[config.mk]
export PLATFORM = sky130hd
export DESIGN_NAME = flex_aggregator_flat
export DESIGN_NICKNAME = d
export VERILOG_FILES = /design/src/rtl/flex_aggregator_if.sv /design/src/rtl/flex_aggregator.sv /design/src/flat_wrapper.sv
export SDC_FILE = /design/constraint.sdc
export NUM_CORES = 1
export LEC_CHECK = 0
export ABC_AREA = 1
export BUFFER_PORTS_ARGS = -buffer_cell sky130_fd_sc_hd__buf_2
export CAP_MARGIN = 10
export CORE_AREA = 10 10 146 148
export DETAILED_ROUTE_END_ITERATION = 6
export DIE_AREA = 0 0 156 158
export GPL_TIMING_DRIVEN = 0
export SYNTH_ARGS = -nofsm -noshare
export SYNTH_HDL_FRONTEND = slang
export SYNTH_SLANG_ARGS = --single-unit
[constraint.sdc]
create_clock -name clk -period 5 [get_ports clk]
set_input_delay 0.5 -clock clk [delete_from_list [all_inputs] [get_ports clk]]
set_output_delay 0.5 -clock clk [all_outputs]
set_load 0.005 [all_outputs]
[src/rtl/flex_aggregator_if.sv]
// Sender/receiver handshake bundle for flex_aggregator.
// slave: the aggregator's view; master: the environment's view.
interface flex_aggregator_if #(
    parameter int DATA_WIDTH = 16,
    parameter int MAX_FETCH  = 4
);
    localparam int CNT_W = $clog2(MAX_FETCH + 1);

    logic [DATA_WIDTH-1:0]           sender_data;
    logic                            sender_empty_n;
    logic                            sender_deq;
    logic [MAX_FETCH*DATA_WIDTH-1:0] receiver_data;
    logic [CNT_W-1:0]                receiver_count;
    logic                            receiver_full_n;
    logic                            receiver_enq;

    modport slave (
        input  sender_data,
        input  sender_empty_n,
        output sender_deq,
        output receiver_data,
        output receiver_count,
        input  receiver_full_n,
        output receiver_enq
    );

    modport master (
        output sender_data,
        output sender_empty_n,
        input  sender_deq,
        input  receiver_data,
        input  receiver_count,
        output receiver_full_n,
        input  receiver_enq
    );
endinterface

[src/rtl/flex_aggregator.sv]
// Packs a stream of elements into words of cfg_len slots (flush emits
// partials). Ports: clk, rst_n (sync, active low), cfg_len, flush, bus.
module flex_aggregator #(
    parameter int DATA_WIDTH = 16,
    parameter int MAX_FETCH  = 4
) (
    input  logic                              clk,
    input  logic                              rst_n,
    input  logic [$clog2(MAX_FETCH+1)-1:0]    cfg_len,
    input  logic                              flush,
    flex_aggregator_if.slave                  bus
);
    localparam int CNT_W = $clog2(MAX_FETCH + 1);

    typedef logic [MAX_FETCH-1:0][DATA_WIDTH-1:0] slots_t;

    slots_t                          slot_q;
    slots_t                          slot_d;
    logic [CNT_W-1:0]                asm_cnt_q;
    logic [CNT_W-1:0]                asm_len_q;
    logic                            asm_done_q;
    logic [MAX_FETCH*DATA_WIDTH-1:0] out_data_q;
    logic [CNT_W-1:0]                out_cnt_q;
    logic                            out_valid_q;

    logic             enq;
    logic             deq;
    logic             can_take;
    logic             asm_stall;
    logic             xfer_old;
    logic             new_done;
    logic             direct;
    logic [CNT_W-1:0] eff_len;
    logic [CNT_W-1:0] base_cnt;
    logic [CNT_W-1:0] cur_len;
    logic [CNT_W-1:0] ncnt;

    // Slots at or above cnt are forced to zero in the emitted word.
    function automatic slots_t mask_word(slots_t s, logic [CNT_W-1:0] cnt);
        slots_t w;
        w = '0;
        for (int i = 0; i < MAX_FETCH; i++) begin
            if (CNT_W'(i) < cnt) w[i] = s[i];
        end
        return w;
    endfunction

    always_comb begin
        eff_len = cfg_len;
        if (cfg_len == '0 || cfg_len > CNT_W'(MAX_FETCH)) begin
            eff_len = CNT_W'(MAX_FETCH);
        end
    end

    assign enq       = rst_n & out_valid_q & bus.receiver_full_n;
    assign can_take  = ~out_valid_q | enq;
    assign asm_stall = asm_done_q & ~can_take;
    assign deq       = rst_n & bus.sender_empty_n & ~asm_stall;

    // A stalled word leaving this cycle frees the assembly buffer,
    // so a new word can start at slot 0 in the same cycle.
    assign xfer_old = asm_done_q & can_take;
    assign base_cnt = xfer_old ? '0 : asm_cnt_q;
    assign cur_len  = (base_cnt == '0) ? eff_len : asm_len_q;
    assign ncnt     = base_cnt + {{(CNT_W-1){1'b0}}, deq};

    assign new_done = ~asm_stall
                    & ((deq & (ncnt == cur_len))
                    |  (flush & (ncnt != '0)));

    // A word completing now goes straight to the output buffer when it
    // is free, giving one cycle from the final deq to enq.
    assign direct = new_done & ~xfer_old & can_take;

    always_comb begin
        slot_d = slot_q;
        if (deq) begin
            for (int i = 0; i < MAX_FETCH; i++) begin
                if (base_cnt == CNT_W'(i)) slot_d[i] = bus.sender_data;
            end
        end
    end

    always_ff @(posedge clk) begin
        if (!rst_n) begin
            slot_q      <= '0;
            asm_cnt_q   <= '0;
            asm_len_q   <= '0;
            asm_done_q  <= 1'b0;
            out_data_q  <= '0;
            out_cnt_q   <= '0;
            out_valid_q <= 1'b0;
        end else begin
            if (!asm_stall) begin
                slot_q     <= slot_d;
                asm_cnt_q  <= direct ? '0 : ncnt;
                asm_done_q <= new_done & ~direct;
                if (deq && base_cnt == '0) asm_len_q <= eff_len;
            end
            if (xfer_old) begin
                out_data_q  <= mask_word(slot_q, asm_cnt_q);
                out_cnt_q   <= asm_cnt_q;
                out_valid_q <= 1'b1;
            end else if (direct) begin
                out_data_q  <= mask_word(slot_d, ncnt);
                out_cnt_q   <= ncnt;
                out_valid_q <= 1'b1;
            end else if (enq) begin
                out_data_q  <= '0;
                out_cnt_q   <= '0;
                out_valid_q <= 1'b0;
            end
        end
    end

    assign bus.sender_deq     = deq;
    assign bus.receiver_enq   = enq;
    assign bus.receiver_data  = out_data_q;
    assign bus.receiver_count = out_cnt_q;
endmodule

[src/flat_wrapper.sv]
// flat-port wrapper written by rule: the top's interface ports become plain ports
module flex_aggregator_flat 
#(
    parameter int DATA_WIDTH = 16,
    parameter int MAX_FETCH  = 4
)
  (clk, rst_n, cfg_len, flush, bus_sender_data, bus_sender_empty_n, bus_sender_deq, bus_receiver_data, bus_receiver_count, bus_receiver_full_n, bus_receiver_enq);
  flex_aggregator_if #(.DATA_WIDTH(DATA_WIDTH), .MAX_FETCH(MAX_FETCH)) bus_i ();
  input  logic clk;
  input  logic rst_n;
  input  logic [$clog2(MAX_FETCH+1)-1:0] cfg_len;
  input  logic flush;
  input wire logic [$bits(bus_i.sender_data)-1:0] bus_sender_data;
  input wire logic [$bits(bus_i.sender_empty_n)-1:0] bus_sender_empty_n;
  output wire logic [$bits(bus_i.sender_deq)-1:0] bus_sender_deq;
  output wire logic [$bits(bus_i.receiver_data)-1:0] bus_receiver_data;
  output wire logic [$bits(bus_i.receiver_count)-1:0] bus_receiver_count;
  input wire logic [$bits(bus_i.receiver_full_n)-1:0] bus_receiver_full_n;
  output wire logic [$bits(bus_i.receiver_enq)-1:0] bus_receiver_enq;
  assign bus_i.sender_data = bus_sender_data;
  assign bus_i.sender_empty_n = bus_sender_empty_n;
  assign bus_sender_deq = bus_i.sender_deq;
  assign bus_receiver_data = bus_i.receiver_data;
  assign bus_receiver_count = bus_i.receiver_count;
  assign bus_i.receiver_full_n = bus_receiver_full_n;
  assign bus_receiver_enq = bus_i.receiver_enq;
  flex_aggregator #(.DATA_WIDTH(DATA_WIDTH), .MAX_FETCH(MAX_FETCH)) u_core (.clk(clk), .rst_n(rst_n), .cfg_len(cfg_len), .flush(flush), .bus(bus_i));
endmodule
Word-level counts from Yosys, hierarchy flattened
Index checks and enable logic that the tools add are counted.
{"block": "word_totals", "output_inout_bits": 69, "inputBits": 24, "reg_bits": 139, "word_cells": 76}
{"block": "op_classes", "muxes": 26, "n_reduce_logical": 7, "bitwise": 19, "addsub": 1, "magnitude_cmp": 9, "n_eq_ne": 4}
{"operator": "$mux 64", "n": 4}
{"operator": "$mux 16", "n": 12}
{"operator": "$mux 3", "n": 7}
{"operator": "$and 1x1->1", "n": 12}
{"operator": "$lt 1x3->1 const A", "n": 4}
{"operator": "$lt 2x3->1 const A", "n": 4}
{"operator": "$eq 3x2->1 const B", "n": 2}
{"operator": "$logic_not 3->1", "n": 2}
{"operator": "$reduce_bool 3->1", "n": 2}
{"operator": "$not 1->1", "n": 5}
{"operator": "$add 3x1->3", "n": 1}
{"operator": "$eq 3x1->1 const B", "n": 1}
{"operator": "$eq 3x3->1", "n": 1}
{"operator": "$gt 3x3->1 const B", "n": 1}
{"operator": "$mux 1", "n": 3}
{"operator": "$or 1x1->1", "n": 2}
{"operator": "$reduce_and 2->1", "n": 1}
{"operator": "$logic_and 1x1->1", "n": 1}
{"operator": "$logic_or 1x1->1", "n": 1}

Depth between registers and ports, before layout
Gate-level depths: netlist (run 1).
{"block": "logic_depth", "ltp_word": 16, "ltp_mapped": 22, "ltp_nobuf": 19}

Least setup slack after synthesis (run 1)
Ideal clock, no wire load.
{"block": "synth_path", "path_type": "input to register", "from": "input port rst_n", "to": "register u_core.out_data_q[15] (netlist: u_core.bus.receiver_data[15])", "setup_time_ps": 112, "n_path_buf": 1, "cell_stages": 17, "arrival_time_ps": 2611, "t_required_ps": 4888, "slack_ps": 2278, "cell_sequence": "nand3_2 > nand2_1 > nor2_1 > nor2_1 > ha_1 > ha_1 > inv_1 > nand2_1 > nand2_2 > nand2_2 > nor2_1 > buf_2 > nor2_1 > nand3_1 > nand2_1 > nor2_1 > nor2_1"}
{"block": "synth_between", "elab_chain_cells": 16, "word_cells_on_any_way": 29, "cone_classes": "1 x add/sub; 1 x order compare; 1 x eq/ne; 7 x mux; 16 x bitwise; 3 x reduce/logical"}
{"item": "start: declaration", "line_no": "flat_wrapper.sv:10", "rtl": "input logic rst_n;"}
{"item": "$and 1x1->1 (2 in series)", "line_no": "flex_aggregator.sv:55", "rtl": "assign enq = rst_n & out_valid_q & bus.receiver_full_n;"}
{"item": "$or 1x1->1", "line_no": "flex_aggregator.sv:56", "rtl": "assign can_take = ~out_valid_q | enq;"}
{"item": "$not 1->1", "line_no": "flex_aggregator.sv:57", "rtl": "assign asm_stall = asm_done_q & ~can_take;"}
{"item": "$and 1x1->1", "line_no": "flex_aggregator.sv:57"}
{"item": "$not 1->1", "line_no": "flex_aggregator.sv:58", "rtl": "assign deq = rst_n & bus.sender_empty_n & ~asm_stall;"}
{"item": "$and 1x1->1 (*)", "line_no": "flex_aggregator.sv:58"}
{"item": "via bus_sender_deq", "line_no": "flat_wrapper.sv:15", "rtl": "output wire logic [$bits(bus_i.sender_deq)-1:0] bus_sender_deq;"}
{"item": "$add 3x1->3", "line_no": "flex_aggregator.sv:65", "rtl": "assign ncnt = base_cnt + {{(CNT_W-1){1'b0}}, deq};"}
{"item": "$eq 3x3->1 / $reduce_bool 3->1 (equally long branches)", "line_no": "flex_aggregator.sv:68, flex_aggregator.sv:69"}
{"item": "$and 1x1->1 (on tied branches)", "line_no": "flex_aggregator.sv:68, flex_aggregator.sv:69"}
{"item": "$or 1x1->1", "line_no": "flex_aggregator.sv:69", "rtl": "| (flush & (ncnt != '0)));"}
{"item": "$and 1x1->1", "line_no": "flex_aggregator.sv:68", "rtl": "& ((deq & (ncnt == cur_len))"}
{"item": "$and 1x1->1 (2 in series)", "line_no": "flex_aggregator.sv:73", "rtl": "assign direct = new_done & ~xfer_old & can_take;"}
{"item": "$mux 64", "line_no": "flex_aggregator.sv:104", "rtl": "end else if (direct) begin"}
{"item": "$mux 64", "line_no": "flex_aggregator.sv:100", "rtl": "if (xfer_old) begin"}
{"item": "end signal: assignment", "line_no": "flex_aggregator.sv:101", "rtl": "out_data_q <= mask_word(slot_q, asm_cnt_q);"}
{"item": "end signal: assignment", "line_no": "flex_aggregator.sv:105", "rtl": "out_data_q <= mask_word(slot_d, ncnt);"}
{"item": "end: declaration", "line_no": "flex_aggregator.sv:22", "rtl": "logic [MAX_FETCH*DATA_WIDTH-1:0] out_data_q;"}
The timed path passes the listed nets; every way through them passes the cells marked *.
A chain may end at the register's enable or synchronous reset.

Worst setup path in the final report (run 1)
{"block": "layout_path", "from": "register u_core.out_valid_q", "to": "register u_core.out_data_q[15] (netlist: u_core.bus.receiver_data[15])"}
{"block": "layout_between", "elab_chain_cells": 16, "word_cells_on_any_way": 29, "cone_classes": "1 x add/sub; 1 x order compare; 1 x eq/ne; 7 x mux; 16 x bitwise; 3 x reduce/logical"}
{"item": "start: declaration", "line_no": "flex_aggregator.sv:24", "rtl": "logic out_valid_q;"}
{"item": "start signal: assignment", "line_no": "flex_aggregator.sv:92", "rtl": "out_valid_q <= 1'b0;"}
{"item": "start signal: assignment", "line_no": "flex_aggregator.sv:103", "rtl": "out_valid_q <= 1'b1;"}
{"item": "start signal: assignment", "line_no": "flex_aggregator.sv:107", "rtl": "out_valid_q <= 1'b1;"}
{"item": "$and 1x1->1 (2 in series)", "line_no": "flex_aggregator.sv:55"}
{"item": "$or 1x1->1", "line_no": "flex_aggregator.sv:56"}
{"item": "$not 1->1", "line_no": "flex_aggregator.sv:57"}
{"item": "$and 1x1->1", "line_no": "flex_aggregator.sv:57"}
{"item": "$not 1->1", "line_no": "flex_aggregator.sv:58, flex_aggregator.sv:67"}
{"item": "$and 1x1->1", "line_no": "flex_aggregator.sv:58"}
{"item": "$add 3x1->3", "line_no": "flex_aggregator.sv:65"}
{"item": "$eq 3x3->1 / $reduce_bool 3->1 (equally long branches)", "line_no": "flex_aggregator.sv:68, flex_aggregator.sv:69"}
{"item": "$and 1x1->1 (on tied branches)", "line_no": "flex_aggregator.sv:68, flex_aggregator.sv:69"}
{"item": "$or 1x1->1", "line_no": "flex_aggregator.sv:69"}
{"item": "$and 1x1->1", "line_no": "flex_aggregator.sv:68"}
{"item": "$and 1x1->1 (2 in series)", "line_no": "flex_aggregator.sv:73"}
{"item": "$mux 64", "line_no": "flex_aggregator.sv:104"}
{"item": "$mux 64", "line_no": "flex_aggregator.sv:100"}
Several ways; a longest one is shown, not always the timed one.

==> impl_metrics.yaml, run 1 <==
status:
  result_of_the_run: "completed"
die:
  start_util_pct: 38.43
  floorplan.die.width_um: 156
  boundaryPins: 93
  placementRows: 50
  die_area_sq_um: 24650
  die_h_um: 158
  placeableCoreArea_sq_um: 18460
power:
  finalPower_mw: 3.501
  power_density_nw_per_um2: 411.3
  leakagePower_nw: 4.580
  power.ir.vdd_worst_mv: 0.2394
logic_synthesis:
  synth-xor-area-share_pct: 0
  synthesis.yosys.warnings: 0
  synth-edff-count: 0
  syn_area_per_cell_sq_um: 6.047
  compound_gate_fraction_of_synth_area_pct: 5.821
  synth_simple_gate_area_share_pct: 41.59
  post_synth_mux_area_share_pct: 0
  synthesis.nets: 1200
  ys_seq_elements: 139
  postSynth.asyncResetShare_pct: 0
  synthesis.instances: 1173
  synth-seq-area-share_pct: 39.23
  post_synth_instance_area_sq_um: 7093
  dominantRegCellSynth: "dfxtp_1"
  count_of_cell_types_in_the_netlist: 25
  synth_fa_ha_area_share_pct: 0.5292
  main_combinational_cell_family_by_area_after_synthesis: "simple AND/OR/NAND/NOR gates"
grt:
  grt_pass1_wl_um: 35200
  initial_antenna_violation_count: 0
  first_global_vias: 6676
  globalRouteTotalUtil_pct: 17.95
  globalRouteOverflowTotal: 0
  grt_start_max_net_pins: 17
worst_hold_path:
  hold_path_class: "in2reg"
placed_design:
  post-place-ws_ps: 1329
  port_buffers: 92
  final_wtd_congestion: 0.8373
  area_after_dpl_sq_um: 7846
  detailed_place_hpwl_um: 15510
drt:
  dr.pass1.iters: 5
  met1_length_um: 10290
  drt_drc_violations_left: 0
  met2RoutedLength_um: 9967
  drt_iter0_drc: 627
  drt-total-wl_um: 21990
  met3_wirelength_um: 1322
  top_layer_used: "met4"
  wl_per_cell_um: 14.36
  antenna_left: 0
  avgViaCountPerCell: 4.755
  dr_total_vias: 7280
timing:
  setup_total_negative_slack_ps: 0
  rsz0062_at_grt: "false"
  maxClockFrequency_mhz: 295.5
  clock-skew-final_ps: 9.079
  max_slew.worst_pin.slew_ps: 760.8
  setup_viol_count_final: 0
  setup_slack_ps: 1616
  slew_headroom_pct: 49.28
  slew_violations: 0
  fin_crit_ps: 3384
  finalCritPeriodShare_pct: 67.68
  finalHoldViolations: 0
clock_tree:
  cts_tree: "done"
  cts_made_buffers: 17
  post_cts_resized: 0
  tritoncts_num_sinks: 139
  hold_buffers: 0
  maximum_clock_path_buffer_count: 2
  clkLatencyLatePin_ps: 440
  path_clk_slew_ps: 60
  cts.repair_timing.setup_buffer_count: 0
  htree_levels: 4
  clk_root_buffer_cell: "clkbuf_16"
worst_setup_path:
  crit_type: "reg2reg"
  worstPathMaxFanout: 10
  critPathLaunchType: "register"
  end_kind: "register"
  critical_path_required_ps: 5330
  cp_arrival_ps: 3710
final_layout:
  drive_gt1_share_pct: 12.64
  fill_cells: 1954
  syn_to_final_growth_pct: 20.02
  post_route_cell_area_sq_um: 8513
  layout_common_cells: "nor2_1 (292), nand2_1 (279), inv_1 (152)"
  final_common_cell: "nor2_1"
  design.final.nets: 1311
  insertedDiodeCount: 0
job:
  max_cap_viol_count: 0
==> sequential cells by signal (all words and copies together) (netlist names) <==
| register | count |
|---|---|
| u_core.bus.receiver_data | 64 |
| u_core.slot_q | 64 |
| u_core.asm_cnt_q | 3 |
| u_core.asm_len_q | 3 |
| u_core.bus.receiver_count | 3 |
| u_core.asm_done_q | 1 |
| u_core.out_valid_q | 1 |
==> cell families after synthesis <==
group                    Yosys count
AND/OR/NAND/NOR                  727
buffers and inverters            225
flip-flops                       139
AO/OA/AOI/OAI                     79
adder cells (fa/ha/maj)            3
==> stage by stage <==
step / utilization (%) / cells / hold slack (ps)
after global placement: 42.52 / 1499 / 466.3
after floorplan: - / 1173 / 445.5
final: 46.13 / 1531 / 387.5
after global routing: 46.13 / 1531 / 416.2
after CTS: 46.13 / 1531 / 377.7
after detailed placement: 42.52 / 1499 / 467.9
==> final timing paths <==
path | start | end | slack, ps | depth (start not counted)
setup reg to reg | u_core.out_valid_q$_SDFFE_PN0P_ | u_core.bus.receiver_data[15]$_SDFFE_PN0P_ | 1620 | 17
hold reg to reg | u_core.asm_len_q[2]$_SDFFE_PN0P_ | u_core.asm_len_q[2]$_SDFFE_PN0P_ | 480 | 2
hold / removal | bus_sender_data[9] | u_core.slot_q[25]$_SDFFE_PN0N_ | 390 | 3
setup / recovery | u_core.out_valid_q$_SDFFE_PN0P_ | u_core.bus.receiver_data[15]$_SDFFE_PN0P_ | 1620 | 17
==> cell type report <==
type,count,area (sq um),share of cell area (%)
multi-input cells,809,3401,39.95
clock inverters,13,214.0,2.513
plain buffers,71,331.6,3.895
clock buffers,19,452.9,5.320
well taps,234,292.8,3.439
inverters,154,578.1,6.790
flip-flops and latches,139,2783,32.69
repair buffers,92,460.4,5.409
==> Yosys cell counts, types with 4 or more instances <==
cell type  instances  area (sq um)
nor2_1           292          1096
nand2_1          279          1047
inv_1            152         570.6
nand3_1          145         725.7
dfxtp_1          139          2783
a21oi_1           41         205.2
clkbuf_1          32         120.1
o21ai_0           29         145.1
buf_2             22         110.1
buf_1             10         37.54
o21ai_1            6         30.03
buf_4              4         30.03
nand2_2            4         25.02
==> metal layers <==
metal,track usage (%),vias up
met5,0,-
met4,6.430,0
met3,3.419,25
met2,28.24,194
met1,23.98,3263
li1,-,3798
==> power breakdown <==
group	internal (mW)	switching [mW]	leakage, nW
registers	1.23	0.0549	1.13
logic	0.291	0.487	3.13
clock network	0.916	0.522	0.320
==> worst max-delay path: stages, from the launching register on <==
cell     delay [ps]
dfxtp_1         320
nand3_2         100
nand2_1         110
nor2_1          360
nor2_1          180
ha_1            240
ha_1            220
inv_1            80
nand2_1          60
nand2_2         220
nand2_2         230
nor2_1          450
buf_2           330
nor2_1           80
nand3_1          80
nand2_1          80
nor2_1          100
nor2_1           50
Power figures use the tool's default switching activity.
==> run 2, diff against run 1 <==
==> constraint.sdc (replaced) <==
create_clock -name clk -period 2.9 [get_ports clk]
set_input_delay 0.29 -clock clk [delete_from_list [all_inputs] [get_ports clk]]
set_output_delay 0.29 -clock clk [all_outputs]
set_load 0.005 [all_outputs]
==> run 2 against run 1 <==
  * Maximum frequency is 24% higher
  * Clock-buffer cell count unchanged
  * Sequential share of layout area fell by 0.64 points
  * Combinational power up 80%
  * Worst hold slack got worse by 210 ps
  * Sequential power up 72%
  * Clock skew about the same
  * Die area stayed put
  * Largest power group unchanged
==> impl_metrics.yaml, run 2 (synthesis gave the netlist of run 1 again) <==
grt:
  first_global_vias: 6736
  globalRouteOverflowTotal: 0
  grt_start_max_net_pins: 17
  initial_antenna_violation_count: 0
  grt_pass1_wl_um: 35360
  globalRouteTotalUtil_pct: 18.03
clock_tree:
  cts_tree: "done"
  maximum_clock_path_buffer_count: 2
  tritoncts_num_sinks: 139
  path_clk_slew_ps: 60
  htree_levels: 4
  clkLatencyLatePin_ps: 440
  clk_root_buffer_cell: "clkbuf_16"
  cts_made_buffers: 17
power:
  leakagePower_nw: 4.637
  power_density_nw_per_um2: 701.6
  power.ir.vdd_worst_mv: 0.4192
worst_setup_path:
  critical_path_required_ps: 3270
  timing.rr.start: "u_core.asm_done_q$_SDFFE_PN0N_"
  cp_arrival_ps: 3100
  worst-r2r-setup-slack_ps: 170
  end_kind: "register"
  worstPathMaxFanout: 10
  crit_type: "reg2reg"
  crit-reg2reg-capture: "u_core.bus.receiver_data[62]$_SDFFE_PN0P_"
  reg2reg_depth: 16
  critPathLaunchType: "register"
timing:
  fin_crit_ps: 2727
  setup_viol_count_final: 0
  finalHoldWorstSlack_ps: 177.5
  clock-skew-final_ps: 9.274
  maxClockFrequency_mhz: 366.7
  max_slew.worst_pin.slew_ps: 790.1
  setup_slack_ps: 172.7
  slew_violations: 0
  finalHoldViolations: 0
  rsz0062_at_grt: "true"
  finalCritPeriodShare_pct: 94.05
  slew_headroom_pct: 47.33
die:
  start_util_pct: 38.43
  floorplan.die.width_um: 156
  die_area_sq_um: 24650
  boundaryPins: 93
  placementRows: 50
  placeableCoreArea_sq_um: 18460
  die_h_um: 158
drt:
  antenna_left: 0
  drt_drc_violations_left: 0
  dr_total_vias: 7305
  dr.pass1.iters: 5
  drt_iter0_drc: 575
  wl_per_cell_um: 14.41
  drt-total-wl_um: 22150
  avgViaCountPerCell: 4.753
status:
  result_of_the_run: "completed"
placed_design:
  port_buffers: 92
  place_inst: 1499
  final_wtd_congestion: 0.8373
  detailed_place_hpwl_um: 15510
  post-place-ws_ps: -560.6
final_layout:
  multi_input_comb_area_sq_um: 3476
  design.final.nets: 1317
  layout.cells.non_filler: 1537
  sequential_cell_area_sq_um: 2783
  layout_common_cells: "nor2_1 (289), nand2_1 (277), inv_1 (151)"
  final_common_cell: "nor2_1"
  fill_cells: 1935
  syn_to_final_growth_pct: 22.42
  drive_gt1_share_pct: 13.74
  insertedDiodeCount: 0
job:
  max_cap_viol_count: 0
worst_hold_path:
  min_delay_worst_endpoint: "u_core.slot_q[25]$_SDFFE_PN0N_"
  hp-start: "bus_sender_data[9]"
  worstHoldPathCells: 3
  hold_path_class: "in2reg"
run 2: critical path: stages, from the launching register on:
cell	delay [ps]
dfxtp_1	410
inv_1	80
nor2_2	280
nor2_2	110
ha_2	220
ha_4	300
inv_2	70
nand3_1	80
nand2_1	50
nor2_1	100
nand2_1	100
nand2_4	170
nand2_4	160
clkbuf_4	270
nand3_1	80
nand2_1	50
nor2_1	120
run 2: worst max-delay path by stage:
| stage | slack (ps) | to | cells past startpoint | from |
|---|---|---|---|---|
| floorplan | 380 | u_core.bus.receiver_data[15]$_SDFFE_PN0P_ | 17 | u_core.out_valid_q$_SDFFE_PN0P_ |
| global placement | -550 | u_core.bus.receiver_data[15]$_SDFFE_PN0P_ | 18 | rst_n |
| detailed placement | -560 | u_core.bus.receiver_data[15]$_SDFFE_PN0P_ | 18 | rst_n |
| CTS | 40 | u_core.bus.receiver_count[2]$_SDFFE_PN0P_ | 20 | u_core.out_valid_q$_SDFFE_PN0P_ |
| global route | -20 | u_core.bus.receiver_data[52]$_SDFFE_PN0P_ | 16 | u_core.asm_done_q$_SDFFE_PN0N_ |
| finish | 170 | u_core.bus.receiver_data[62]$_SDFFE_PN0P_ | 16 | u_core.asm_done_q$_SDFFE_PN0N_ |
run 2: metal layers:
| layer | routed length [um] | track usage, % | part of all wire (%) |
|---|---|---|---|
| met5 | 0 | 0 | 0 |
| met4 | 409 | 6.430 | 1.8 |
| met3 | 1305 | 3.636 | 5.9 |
| met2 | 10160 | 28.57 | 46 |
| met1 | 10270 | 23.82 | 46 |
run 2: power breakdown:
group | internal (mW) | total [mW] | leakage, nW | switching (mW)
Clock | 1.58 | 2.48 | 0.320 | 0.898
Sequential | 2.12 | 2.22 | 1.13 | 0.0947
Combinational | 0.539 | 1.40 | 3.18 | 0.858
run 2: cell type report:
| class | instances | share of cell area (%) |
|---|---|---|
| Multi-Input combinational cell | 809 | 40.03 |
| Sequential cell | 139 | 32.05 |
| Inverter | 154 | 6.657 |
| Timing Repair Buffer | 98 | 5.965 |
| Clock buffer | 19 | 5.216 |
| Buffer | 71 | 4.251 |
| Tap cell | 234 | 3.372 |
| Clock inverter | 13 | 2.464 |
run 2: stage by stage:
step	area [sq um]	utilization (%)	setup TNS, ps	power [mW]
after floorplan	7093	-	0	3.144
after global placement	7846	42.52	-34700	3.600
after detailed placement	7846	42.52	-35440	3.614
after CTS	8573	46.45	0	6.096
after global routing	8683	47.05	-104.7	6.451
final	8683	47.05	0	6.092
run 2: what timing repair did:
action,in CTS,in global routing
pin swaps,1,4
endpoints found under the setup margin,71,71
setup buffers,2,4
resized for setup,11,18
hold buffers,0,0
==> run 3, diff against run 2 <==
--- a/config.mk
+++ b/config.mk
@@ -8,9 +8,9 @@
 export ABC_AREA = 1
 export BUFFER_PORTS_ARGS = -buffer_cell sky130_fd_sc_hd__buf_2
 export CAP_MARGIN = 10
-export CORE_AREA = 10 10 146 148
+export CORE_AREA = 10 10 107 204
 export DETAILED_ROUTE_END_ITERATION = 6
-export DIE_AREA = 0 0 156 158
+export DIE_AREA = 0 0 117 214
 export GPL_TIMING_DRIVEN = 0
 export SYNTH_ARGS = -nofsm -noshare
 export SYNTH_HDL_FRONTEND = slang
==> run 3 against run 2 <==
  * Routed wire length up 4.4%
  * Highest routed layer unchanged
  * Flip-flop and latch count is the same
  * Clock power is 19% lower
  * Critical path depth up 3
  * Register-to-register slack about the same
  * Sequential share of layout area increased by 0.50 points
  * Via count grew 0.45%
  * Combinational power hardly changed
  * Worst hold slack worse by 23 ps
  * Final cell count down 0.59%
  * Largest power group is now registers
  * Critical path type unchanged
  * Utilization is 1.2 points lower
  * Largest cell class unchanged
==> impl_metrics.yaml, run 3 (synthesis gave the netlist of run 1 again) <==
status:
  result_of_the_run: "completed"
timing:
  slew_violations: 0
  setup_total_negative_slack_ps: 0
  maxClockFrequency_mhz: 367.1
  finalHoldViolations: 0
  slew_headroom_pct: 41.78
  finalCritPeriodShare_pct: 93.94
  setup_viol_count_final: 0
  fin_crit_ps: 2724
  clock-skew-final_ps: 7.414
  max_slew.worst_pin.slew_ps: 870.1
grt:
  grt_most_used_layer: "met2"
  initial_antenna_violation_count: 1
  globalRouteOverflowTotal: 0
  grtUsageMet1_pct: 18.85
  first_global_vias: 7155
  grt_pass1_wl_um: 36760
  global_route.usage.met2_pct: 33.73
  grt_start_max_net_pins: 17
  globalRouteTotalUtil_pct: 18.91
  globalRouteMet3Util_pct: 3.894
final_layout:
  syn_to_final_growth_pct: 20.64
  design.final.nets: 1322
  final_common_cell: "nor2_1"
  drive_gt1_share_pct: 14.14
  final_core_occ_pct: 45.87
  layout_common_cells: "nor2_1 (289), nand2_1 (277), inv_1 (151)"
worst_setup_path:
  cp_arrival_ps: 3100
  worstPathMaxFanout: 10
  critical-path-top-cell-by-count: "nand2_1"
  timing.critical_path.cells: "nand3_2 -> nand2_4 -> nor2_4 -> nor2_2 -> ha_1 -> ha_4 -> inv_1 -> nand3_1 -> nand2_2 -> nand2_1 -> nand2_1 -> nor2_1 -> nand2_1 -> nand2_4 -> nand2_4 -> clkbuf_4 -> nand3_1 -> nand2_1 -> nor2_1"
  critPathLaunchType: "register"
  crit_type: "reg2reg"
  slowest_stage: "dfxtp_2"
  reg2reg_depth: 19
  end_kind: "register"
  critical_path_required_ps: 3270
  timing.rr.start: "u_core.out_valid_q$_SDFFE_PN0P_"
  worst-r2r-setup-slack_ps: 180
  slowest_delay_ps: 330
  crit-reg2reg-capture: "u_core.bus.receiver_data[2]$_SDFFE_PN0P_"
drt:
  antenna_left: 0
  avgViaCountPerCell: 4.802
  drt_iter0_drc: 434
  dr_total_vias: 7338
  dr.pass1.iters: 6
  drt-total-wl_um: 23110
  wl_per_cell_um: 15.12
  drt_drc_violations_left: 0
clock_tree:
  clkLatencyLatePin_ps: 440
  htree_levels: 4
  cts_made_buffers: 17
  path_clk_slew_ps: 60
  clk_root_buffer_cell: "clkbuf_16"
  tritoncts_num_sinks: 139
  maximum_clock_path_buffer_count: 2
  cts_tree: "done"
die:
  floorplan.die.width_um: 117
  die_area_sq_um: 25040
  placementRows: 71
  placeableCoreArea_sq_um: 18660
  start_util_pct: 38.02
  die_h_um: 214
  boundaryPins: 93
placed_design:
  port_buffers: 92
  final_wtd_congestion: 0.9298
  detailed_place_hpwl_um: 17280
worst_hold_path:
  hp-start: "bus_sender_data[6]"
  hold_path_class: "in2reg"
  worstHoldPathCells: 3
  min_delay_worst_endpoint: "u_core.slot_q[22]$_SDFFE_PN0N_"
power:
  power_density_nw_per_um2: 658.1
  power.ir.vdd_worst_mv: 0.3355
  leakagePower_nw: 4.584
job:
  max_cap_viol_count: 0
## run 3: repair_timing
item,in CTS,in global routing
gates resized for setup,14,16
hold endpoints to repair,0,0
buffers inserted,4,7
pin swaps,2,6
hold buffers,0,0
endpoints found under the setup margin,72,71
## run 3: through the flow
stage / cells / setup slack (ps) / area [sq um] / total power [mW] / hold slack (ps)
3_5_place_dp: 1484 / -603.0 / 7828 / 3.634 / 471.9
6_report: 1528 / 175.8 / 8557 / 5.631 / 154.1
5_1_grt: 1528 / -18.05 / 8557 / 5.969 / 192.6
3_3_place_gp: 1484 / -564.5 / 7828 / 3.616 / 465.8
4_1_cts: 1520 / 10.12 / 8444 / 5.678 / 142.6
2_1_floorplan: 1173 / 381.9 / 7093 / 3.144 / 445.5
## run 3: layout make-up
class                      count  area [sq um]
clock buffer                  18         439.2
fill                        2052         10100
buffer                        71         374.1
tap                          219         274.0
antenna                        1         2.502
multi-input combinational    809          3460
clock inverter                14         101.3
sequential                   139          2785
timing repair buffer         103         543.0
inverter                     154         578.1
## run 3: critical path: cells and delay by family (launching register included)
family / cells / cell delay, ps
and+or+nand+nor: 15 / 1590
DFF: 1 / 330
buffers and inverters: 2 / 320
adders and majority gates: 2 / 430
## run 3: report_power, final
part / leakage [nW] / switching, mW / internal [mW]
Combinational: 3.21 / 0.863 / 0.541
Sequential: 1.14 / 0.101 / 2.12
Clock: 0.242 / 0.894 / 1.11
Total: 4.58 / 1.86 / 3.77
## run 3: worst max path at each step
| stage | startpoint | end | slack (ps) |
|---|---|---|---|
| 4_1_cts | u_core.out_valid_q$_SDFFE_PN0P_ | u_core.bus.receiver_data[58]$_SDFFE_PN0P_ | 10 |
| 3_5_place_dp | rst_n | u_core.bus.receiver_data[7]$_SDFFE_PN0P_ | -600 |
| 6_report | u_core.out_valid_q$_SDFFE_PN0P_ | u_core.bus.receiver_data[2]$_SDFFE_PN0P_ | 180 |
| 5_1_grt | u_core.out_valid_q$_SDFFE_PN0P_ | u_core.bus.receiver_data[56]$_SDFFE_PN0P_ | -20 |
| 3_3_place_gp | rst_n | u_core.bus.receiver_data[7]$_SDFFE_PN0P_ | -560 |
| 2_1_floorplan | u_core.out_valid_q$_SDFFE_PN0P_ | u_core.bus.receiver_data[15]$_SDFFE_PN0P_ | 380 |
## run 3: per-layer routing
metal,part of all wire (%),up-vias
met5,0,-
met4,5.1,0
met3,4.8,47
met2,53,179
met1,37,3304
li1,-,3808
